==> src/rtl/mac_unit.sv <==
// Unsigned multiply-accumulate: combinational partial-product array multiplier
// feeding a wrap-around accumulator with a sticky overflow flag.
module mac_unit #(
    parameter int A_WIDTH   = 7,
    parameter int B_WIDTH   = 4,
    parameter int ACC_WIDTH = 16
) (
    input  logic                         clk,
    input  logic                         rst_n,
    input  logic [A_WIDTH-1:0]           A,
    input  logic [B_WIDTH-1:0]           B,
    input  logic                         acc_en,
    input  logic                         acc_clr,
    output logic [A_WIDTH+B_WIDTH-1:0]   Result,
    output logic [ACC_WIDTH-1:0]         Acc,
    output logic                         acc_ovf
);

    localparam int P_W = A_WIDTH + B_WIDTH;

    generate
        if (ACC_WIDTH < P_W) begin : g_bad_acc_width
            $error("mac_unit: ACC_WIDTH must be >= A_WIDTH+B_WIDTH");
        end
    endgenerate

    // Each row adds one shifted partial product onto the running sum of the rows above.
    genvar j;
    generate
        for (j = 0; j < B_WIDTH; j++) begin : g_row
            logic [P_W-1:0] pp;
            logic [P_W-1:0] sum;
            assign pp = {{B_WIDTH{1'b0}}, A & {A_WIDTH{B[j]}}} << j;
            if (j == 0) begin : g_first
                assign sum = pp;
            end else begin : g_add
                assign sum = g_row[j-1].sum + pp;
            end
        end
    endgenerate

    assign Result = g_row[B_WIDTH-1].sum;

    logic [ACC_WIDTH-1:0] acc_q, acc_d;
    logic                 ovf_q, ovf_d;
    logic [ACC_WIDTH:0]   sum_w;

    // One extra bit captures the carry out of the accumulator.
    assign sum_w = {1'b0, acc_q} + (ACC_WIDTH+1)'(Result);

    always_comb begin
        acc_d = acc_q;
        ovf_d = ovf_q;
        if (acc_clr) begin
            acc_d = '0;
            ovf_d = 1'b0;
        end else if (acc_en) begin
            acc_d = sum_w[ACC_WIDTH-1:0];
            ovf_d = ovf_q | sum_w[ACC_WIDTH];
        end
    end

    always_ff @(posedge clk or negedge rst_n) begin
        if (!rst_n) begin
            acc_q <= '0;
            ovf_q <= 1'b0;
        end else begin
            acc_q <= acc_d;
            ovf_q <= ovf_d;
        end
    end

    assign Acc     = acc_q;
    assign acc_ovf = ovf_q;

endmodule

==> config.mk <==
export PLATFORM = sky130hd
export DESIGN_NAME = mac_unit
export DESIGN_NICKNAME = d
export VERILOG_FILES = /design/src/rtl/mac_unit.sv
export SDC_FILE = /design/constraint.sdc
export NUM_CORES = 1
export LEC_CHECK = 0
export CAP_MARGIN = 10
export CELL_PAD_IN_SITES_DETAIL_PLACEMENT = 1
export CELL_PAD_IN_SITES_GLOBAL_PLACEMENT = 1
export CORE_MARGIN = 3
export CORE_UTILIZATION = 39
export DETAILED_ROUTE_END_ITERATION = 8
export PLACE_DENSITY = 0.82
export SYNTH_ARGS = -nofsm -noshare
export SYNTH_HDL_FRONTEND = slang
export SYNTH_SLANG_ARGS = --single-unit
export TNS_END_PERCENT = 100
==> constraint.sdc <==
create_clock -name clk -period 4.85 [get_ports clk]
set_input_delay 0.7275 -clock clk [delete_from_list [all_inputs] [get_ports clk]]
set_output_delay 0.7275 -clock clk [all_outputs]
set_load 0.03 [all_outputs]
---- Word-level counts from Yosys, hierarchy flattened ----
Cells that the tools add are included.
word-level totals
  flip-flop bits (word level) ............. 17
  word-level logic and storage cells ...... 16
  output and inout bits ................... 28
  bits of input ports ..................... 15
cells by class
  reductions and logical operators ........ 1
  mux-type cells .......................... 4
  bitwise gates (word level) .............. 5
  add/subtract/negate cells ............... 4
operators by type and width
  cell                     number
  two-way mux 16 bit       2
  bitwise AND 7 bit        4
  adder 16 x 11 -> 17 bit  1
  adder 10 x 10 -> 11 bit  1
  adder 9 x 9 -> 10 bit    1
  adder 7 x 8 -> 9 bit     1
  two-way mux 1 bit        2
  nonzero test 2 bit       1
  OR 1 bit                 1

---- Logic depth before layout (Yosys ltp) ----
Gate-level depths: netlist of the first run.
  word-level depth ........................ 8
  depth in mapped cells ................... 17
  depth with buffers taken out ............ 17

---- Worst setup path after synthesis of the first run ----
Ideal clock, no wire load.
  path type ............................... input to register
  start ................................... input B[0]
  end ..................................... register acc_q[11], in the netlist Acc[11]
  arrival ................................. 4.639 ns
  path slack .............................. 0.086 ns
  required time ........................... 4.725 ns
  cell stages on the path ................. 17
  library setup time ...................... 0.125 ns
  path through ............................ and2_1 -> fa_1 -> inv_1 -> fa_1 -> inv_1 -> ha_1 -> a21o_1 -> a211oi_1 -> nor2_1 -> o41ai_1 -> xnor2_1 -> ha_1 -> nand2_1 -> nor2_1 -> o2111ai_2 -> a21oi_1 -> mux2_2
on the way
  cells in the longest elaborated chain, start to end .. 7
ends and longest elaborated chain
  item                     line  RTL
  from (decl)              11    input logic [B_WIDTH-1:0] B,
  bitwise AND 7 bit        33    assign pp = {{B_WIDTH{1'b0}}, A & {A_WIDTH{B[j]}}} << j;
  adder 7 x 8 -> 9 bit     37    assign sum = g_row[j-1].sum + pp;
  adder 9 x 9 -> 10 bit    37
  adder 10 x 10 -> 11 bit  37
  via Result[10]           14    output logic [A_WIDTH+B_WIDTH-1:0] Result,
  adder 16 x 11 -> 17 bit  49    assign sum_w = {1'b0, acc_q} + (ACC_WIDTH+1)'(Result);
  two-way mux 16 bit       57    end else if (acc_en) begin
  two-way mux 16 bit       54    if (acc_clr) begin
  to (signal assigned)     65    acc_q <= '0;
  to (signal assigned)     68    acc_q <= acc_d;
  to (decl)                44    logic [ACC_WIDTH-1:0] acc_q, acc_d;
The timed path passes the listed nets, and every way through them passes these cells. The select of a mux whose other input is x is not followed.
A chain may end at the register's enable or synchronous reset.

---- Worst setup path after layout of the first run ----
  start ................................... input A[0]
  end ..................................... register acc_q[15], in the netlist Acc[15]
on the way
  cells in the longest elaborated chain, start to end .. 7
  elaborated cells between the ends (all ways) .. 10
  those cells by class .................... add/sub: 4; mux: 2; bitwise: 4
ends and longest elaborated chain
  item                         line  RTL
  from (decl)                  10    input logic [A_WIDTH-1:0] A,
  bitwise AND 7 bit            33
  adder 7 x 8 -> 9 bit         37
  adder 9 x 9 -> 10 bit        37
  adder 10 x 10 -> 11 bit (*)  37
  adder 16 x 11 -> 17 bit (*)  49
  two-way mux 16 bit (*)       57
  two-way mux 16 bit (*)       54
Mark *: on every way between the ends. The rest lies on a longest branch, timed or not. The select of a mux whose other input is x is not followed.

==> impl_metrics.csv, run 1 <==
group,metric,value,unit
status,status,"finished, final reports clean",
critical_path,cp-end-kind,"register",
routing,vias,2238,
synth,syn_nets,300,
routing,ant_nets,0,
routing,via_per_inst,5.623,
job,maxCapViolations,0,
floorplanning,start_util,40.96,%
routing,dr.pass1.iters,4,
timing,hold_ws,0.5561,ns
critical_path,worstPathMaxFanout,4,
clocking,clkLatencyLatePin,0.27,ns
finish,multi_input_area,0.001742,sq mm
floorplanning,die-area,0.006390,sq mm
synth,synth-async-reset-ratio,100.0,%
timing,drv_slew,0,
grt,grt_pass1_wl,11.64,mm
floorplanning,die-width,79.94,microns
worst_hold_path,hold_path_class,"register to register",
place,place_area,0.002898,sq mm
floorplanning,rows,26,
floorplanning,dieHeight,79.94,microns
synth,ys_seq_elements,17,
clocking,root_buffer,"clkbuf_8",
finish,fin_area,0.003060,sq mm
place,gp_congestion,0.8598,
synth,ys.warnings.count,0,
synth,syn-instance-count,247,
routing,post_drt_wl_per_cell,19.06,microns
synth,synth.cell_area,0.002132,sq mm
timing,max_freq,0.2129,GHz
timing,fin_worst_skew,0.01160,ns
power_and_ir_drop,peakVddDrop,0.3195,mV
clocking,ctsHoldBuffers,0,
power_and_ir_drop,power_density,412.2,mW/mm^2
clocking,clk_pin_slew,0.08,ns
finish,fillerInstances,611,
synth,synth_area_leader_cell,"dfrtp_1",
place,place_inst,393,
clocking,htreeDepth,1,
grt,grt_usage,23.16,%
synth,synthDistinctLibCells,43,
routing,post-route-drc-count,0,
power_and_ir_drop,p_leak,1.435,nW
clocking,cts_buffers,3,
critical_path,cp_slowest_cell,"fa_1",
critical_path,rr_endpoint,"Acc[14]$_DFFE_PN0P_",
routing,drtIter0Drc,110,
synth,yosys-top-cells-count,"nand2_1, ha_1, a21oi_1, and2_1, inv_1",
clocking,clock-sinks,17,
critical_path,worstPathRequired,5.04,ns
synth,seq_area_frac_synth,19.95,%
finish,diodes,0,
synth,synth-edff-count,0,
critical_path,path_class,"input pin to register",
finish,fin_nets,382,
routing,routed_wl,7.585,mm
floorplanning,fp.coreArea,0.005205,sq mm
place,dp_hpwl,5.451,mm
critical_path,slowest_delay,0.51,ns
critical_path,start_kind,"input pin",
timing,layout_min_cycle_time,4.697,ns
grt,grt_pass1_vias,2362,
synth,yosysTopAreaCellShare,19.95,%
finish,final_util,58.80,%
critical_path,startpoint,"A[0]",
grt,grt_start_max_net_pins,28,
synth,synth_area_per_cell,8.632,sq um
timing,max_slew_margin,31.08,%
critical_path,rrSetupSlack,2.73,ns
synth,synth.area.top_cells,"dfrtp_1, ha_1, fa_1",
timing,setup_viol,0,
finish,drive_above_1_share,29.57,%
place,io_buffers,42,
finish,finalNonFillerCells,398,
timing,finalSetupTns,0,ns
clocking,clockBufferDepth,2,
synth,yosys_most_used_dff,"dfrtp_1",
grt,grt_overflow,0,
timing,worst-slew-pin-transition,1.031,ns
critical_path,r2r-start,"Acc[0]$_DFFE_PN0P_",
finish,area_growth,43.54,%
timing,post-route-period-util,96.84,%
critical_path,ff2ff_path_depth,9,
floorplanning,ios,43,
critical_path,crit_path_cell_trace,"clkdlybuf4s50_1, nand2_1, fa_2, fa_1, inv_1, ha_2, buf_4, a21o_1, a211oi_2, nor2_2, o41ai_2, xnor2_1, ha_1, nand2_4, nor3_4, nor2_4, a2111o_1, o21ai_0",
grt,antenna_found_initial,0,
clocking,cts_tree,"yes",
finish,regArea,425.4,sq um
critical_path,arrival,4.89,ns
synth,synth_most_common_cell,"nand2_1",
critical_path,endpoint,"Acc[15]$_DFFE_PN0P_",
timing,hold_viol,0,
## layout by cell type (no fill, tap or decap), types with 3 or more instances in the layout
cell type        synthesis  layout
ha_2                     0       3
and2_1                  20      16
mux2i_1                  4       4
dfrtp_1                 17      17
a21o_1                   4       4
xnor2_1                  7       7
a211oi_2                 2       3
nand3b_1                 5       5
nor2_1                  16      12
nand2_1                 28      26
a21oi_2                  0       5
clkdlybuf4s50_1          0      28
clkbuf_2                 1       6
nor3_1                   8       6
buf_4                    0      46
nand3_1                  6       6
fa_1                    12      10
ha_1                    26      22
o21ai_0                  8       6
clkbuf_8                 0       3
and2_4                   0       3
inv_1                   20      18
a21oi_1                 23      18
## sequential cells by signal (all words and copies together) (netlist names)
register and cells:
acc_ovf 1, Acc 16
## cell families after synthesis
group           share of synthesized area (%)
fa+ha+maj                               26.53
flops                                   19.95
compound gates                          19.54
simple gates                            23.12
mux                                     2.934
buf+inv                                 4.635
xor+xnor                                3.287
## power breakdown
| part | internal [mW] | leakage, nW | total (mW) | switching [mW] |
|---|---|---|---|---|
| logic | 0.406 | 1.18 | 0.945 | 0.539 |
| clock network | 0.0575 | 0.0255 | 0.117 | 0.0593 |
| registers | 0.168 | 0.231 | 0.200 | 0.0312 |
| total | 0.632 | 1.43 | 1.26 | 0.629 |
## area by class of cell
cell class              count  area share [%]
well taps                  70           2.862
flip-flops and latches     17           13.90
clock inverters             1          0.1635
multi-input cells         204           56.91
inverters                  21           2.576
clock buffers               3           1.349
repair buffers             82           22.24
## critical path: cells and delay by family
family | cells | cell delay (ns)
AO/OA/AOI/OAI | 5 | 1.26
adder cells (fa/ha/maj) | 4 | 1.45
buffers and inverters | 3 | 0.67
XOR/XNOR | 1 | 0.15
AND/OR/NAND/NOR | 5 | 0.62
## worst min path at each step
stage | from | endpoint | slack [ns] | cells after the start
finish | Acc[10]$_DFFE_PN0P_ | Acc[10]$_DFFE_PN0P_ | 0.56 | 2
global route | Acc[10]$_DFFE_PN0P_ | Acc[10]$_DFFE_PN0P_ | 0.59 | 2
floorplan | rst_n | Acc[0]$_DFFE_PN0P_ | 0.43 | 0
detailed placement | Acc[8]$_DFFE_PN0P_ | Acc[8]$_DFFE_PN0P_ | 0.54 | 2
global placement | Acc[10]$_DFFE_PN0P_ | Acc[10]$_DFFE_PN0P_ | 0.52 | 2
CTS | Acc[8]$_DFFE_PN0P_ | Acc[8]$_DFFE_PN0P_ | 0.56 | 2
## per-layer routing
metal / up-vias / routed length, microns / track usage (%)
met5: - / 0 / 0
met4: 0 / 212 / 6.081
met3: 21 / 247 / 3.273
met2: 65 / 4040 / 42.47
met1: 1122 / 3085 / 28.02
li1: 1030 / - / -
## metrics by stage
step	power, mW	worst slack, ns
finish	1.262	0.1533
global route	1.340	-0.004261
CTS	1.206	0.01600
detailed placement	1.056	-0.5987
global placement	1.006	-0.3801
floorplan	0.6864	0.08589
## timing repair
item | 4_1_cts | 5_1_grt
pin swaps | 17 | 15
gates resized for setup | 24 | 35
buffers inserted | 0 | 1
setup endpoints to repair | 10 | 10
endpoints found under the hold margin | 0 | 0
(Power assumes the default switching activity.)
==> run 2: changes to the inputs <==
RECOVER_POWER = 25   (was not set)
==> run 2 against run 1 <==
  * Cell area is the same
  * Routed wire length unchanged
  * Critical path depth did not move
  * Fmax unchanged
  * Register-to-register slack hardly changed
  * Via count unchanged
  * Sequential share of layout area unchanged
  * Die area unchanged
  * Clock power hardly changed
  * First-iteration DRC count is the same
  * Largest power group unchanged
==> impl_metrics.csv, run 2 (synthesis results as in run 1) <==
group,metric,value,unit
status,status,"finished, final reports clean",
worst_hold_path,hold_path_class,"register to register",
floorplanning,dieHeight,79.94,microns
place,place_inst,393,
critical_path,path_class,"input pin to register",
grt,grt_pass1_vias,2362,
floorplanning,rows,26,
routing,post_drt_wl_per_cell,19.06,microns
critical_path,cp-end-kind,"register",
finish,diodes,0,
finish,finalNonFillerCells,398,
finish,fin_nets,382,
timing,worst-slew-pin-transition,1.031,ns
grt,grt_overflow,0,
timing,fin_worst_skew,0.01160,ns
critical_path,arrival,4.89,ns
job,maxCapViolations,0,
grt,antenna_found_initial,0,
routing,vias,2238,
power_and_ir_drop,peakVddDrop,0.3195,mV
clocking,clkLatencyLatePin,0.27,ns
critical_path,cp_top_family,"adder cells",
finish,fillerInstances,611,
clocking,ctsHoldBuffers,0,
timing,max_freq,0.2129,GHz
clocking,cts_buffers,3,
power_and_ir_drop,p_leak,1.435,nW
timing,post-route-period-util,96.84,%
routing,ant_nets,0,
floorplanning,die-width,79.94,microns
place,gp_congestion,0.8598,
critical_path,start_kind,"input pin",
floorplanning,die-area,0.006390,sq mm
clocking,root_buffer,"clkbuf_8",
grt,grt_start_max_net_pins,28,
routing,via_per_inst,5.623,
clocking,htreeDepth,1,
power_and_ir_drop,power_density,412.2,mW/mm^2
critical_path,worstPathRequired,5.04,ns
finish,area_growth,43.54,%
critical_path,worstPathMaxFanout,4,
routing,dr.pass1.iters,4,
critical_path,cp_num_buf_inv,3,
floorplanning,ios,43,
timing,hold_ws,0.5561,ns
finish,final_common_cell,"buf_4",
place,io_buffers,42,
clocking,cts_tree,"yes",
place,dp_hpwl,5.451,mm
finish,final_cell_mix,"buf_4, clkdlybuf4s50_1, nand2_1",
critical_path,crit_path_cell_trace,"clkdlybuf4s50_1, nand2_1, fa_2, fa_1, inv_1, ha_2, buf_4, a21o_1, a211oi_2, nor2_2, o41ai_2, xnor2_1, ha_1, nand2_4, nor3_4, nor2_4, a2111o_1, o21ai_0",
routing,post-route-drc-count,0,
clocking,clock-sinks,17,
grt,grt_usage,23.16,%
finish,largest_reg_flops,16,
clocking,clockBufferDepth,2,
timing,max_slew_margin,31.08,%
finish,drive_above_1_share,29.57,%
critical_path,cp_slowest_cell,"fa_1",
timing,drv_slew,0,
grt,grt_pass1_wl,11.64,mm
routing,drtIter0Drc,110,
routing,routed_wl,7.585,mm
timing,hold_viol,0,
critical_path,slowest_delay,0.51,ns
timing,layout_min_cycle_time,4.697,ns
clocking,clk_pin_slew,0.08,ns
floorplanning,start_util,40.96,%
floorplanning,fp.coreArea,0.005205,sq mm
timing,setup_viol,0,
run 2: cell count changes in the layout (fill, tap and decap cells not counted), sizes merged:
cell | previous run | this run
clkdlybuf4s50 | 28 | 27
dlygate4sd3 | 0 | 1
run 2: per-layer routing:
metal / part of all wire (%) / GRT usage, % / up-vias
met4: 2.8 / 6.081 / 0
met5: 0 / 0 / -
met2: 53 / 42.47 / 65
met3: 3.3 / 3.273 / 21
met1: 41 / 28.02 / 1122
li1: - / - / 1030
run 2: area by class of cell:
cell class | count | area (sq um) | area share, %
Timing Repair Buffer | 82 | 680.7 | 22.24
Sequential cell | 17 | 425.4 | 13.90
Clock inverter | 1 | 5.005 | 0.1635
Clock buffer | 3 | 41.29 | 1.349
Inverter | 21 | 78.83 | 2.576
Tap cell | 70 | 87.58 | 2.862
Multi-Input combinational cell | 204 | 1742 | 56.91
run 2: timing repair:
item,4_1_cts,5_1_grt
gates resized for setup,24,35
buffers inserted,0,1
endpoints found under the hold margin,0,0
endpoints found under the setup margin,10,10
pin swaps,17,15
run 2: through the flow:
stage	area, sq um	TNS, ns	util, %	setup slack [ns]	total power [mW]
global route	3060	-0.008137	58.80	-0.004261	1.340
finish	3060	0	58.80	0.1533	1.262
CTS	2997	0	57.57	0.01600	1.206
detailed placement	2898	-4.106	55.67	-0.5987	1.056
global placement	2898	-2.291	55.67	-0.3801	1.006
floorplan	2132	0	-	0.08589	0.6864
run 2: report_power, final:
part,switching [mW],leakage [nW],internal [mW]
logic,0.539,1.18,0.406
registers,0.0312,0.231,0.168
clock network,0.0593,0.0255,0.0575
run 2: worst paths after layout:
kind                                startpoint             endpoint  slack [ns]  cells after the start
setup / recovery                          A[0]  Acc[15]$_DFFE_PN0P_        0.15                     18
min in group asynchronous                rst_n   Acc[4]$_DFFE_PN0P_        0.99                      1
setup reg to reg            Acc[0]$_DFFE_PN0P_  Acc[14]$_DFFE_PN0P_        2.73                      9
hold reg to reg            Acc[10]$_DFFE_PN0P_  Acc[10]$_DFFE_PN0P_        0.56                      2
max in group asynchronous                rst_n   Acc[8]$_DFFE_PN0P_        3.33                      1
hold / removal             Acc[10]$_DFFE_PN0P_  Acc[10]$_DFFE_PN0P_        0.56                      2
run 2: tightest hold or removal path: cells and delay by family (launching register included):
kind / cells / cell delay (ns)
simple gates: 1 / 0.09
flops: 1 / 0.39
compound gates: 1 / 0.05
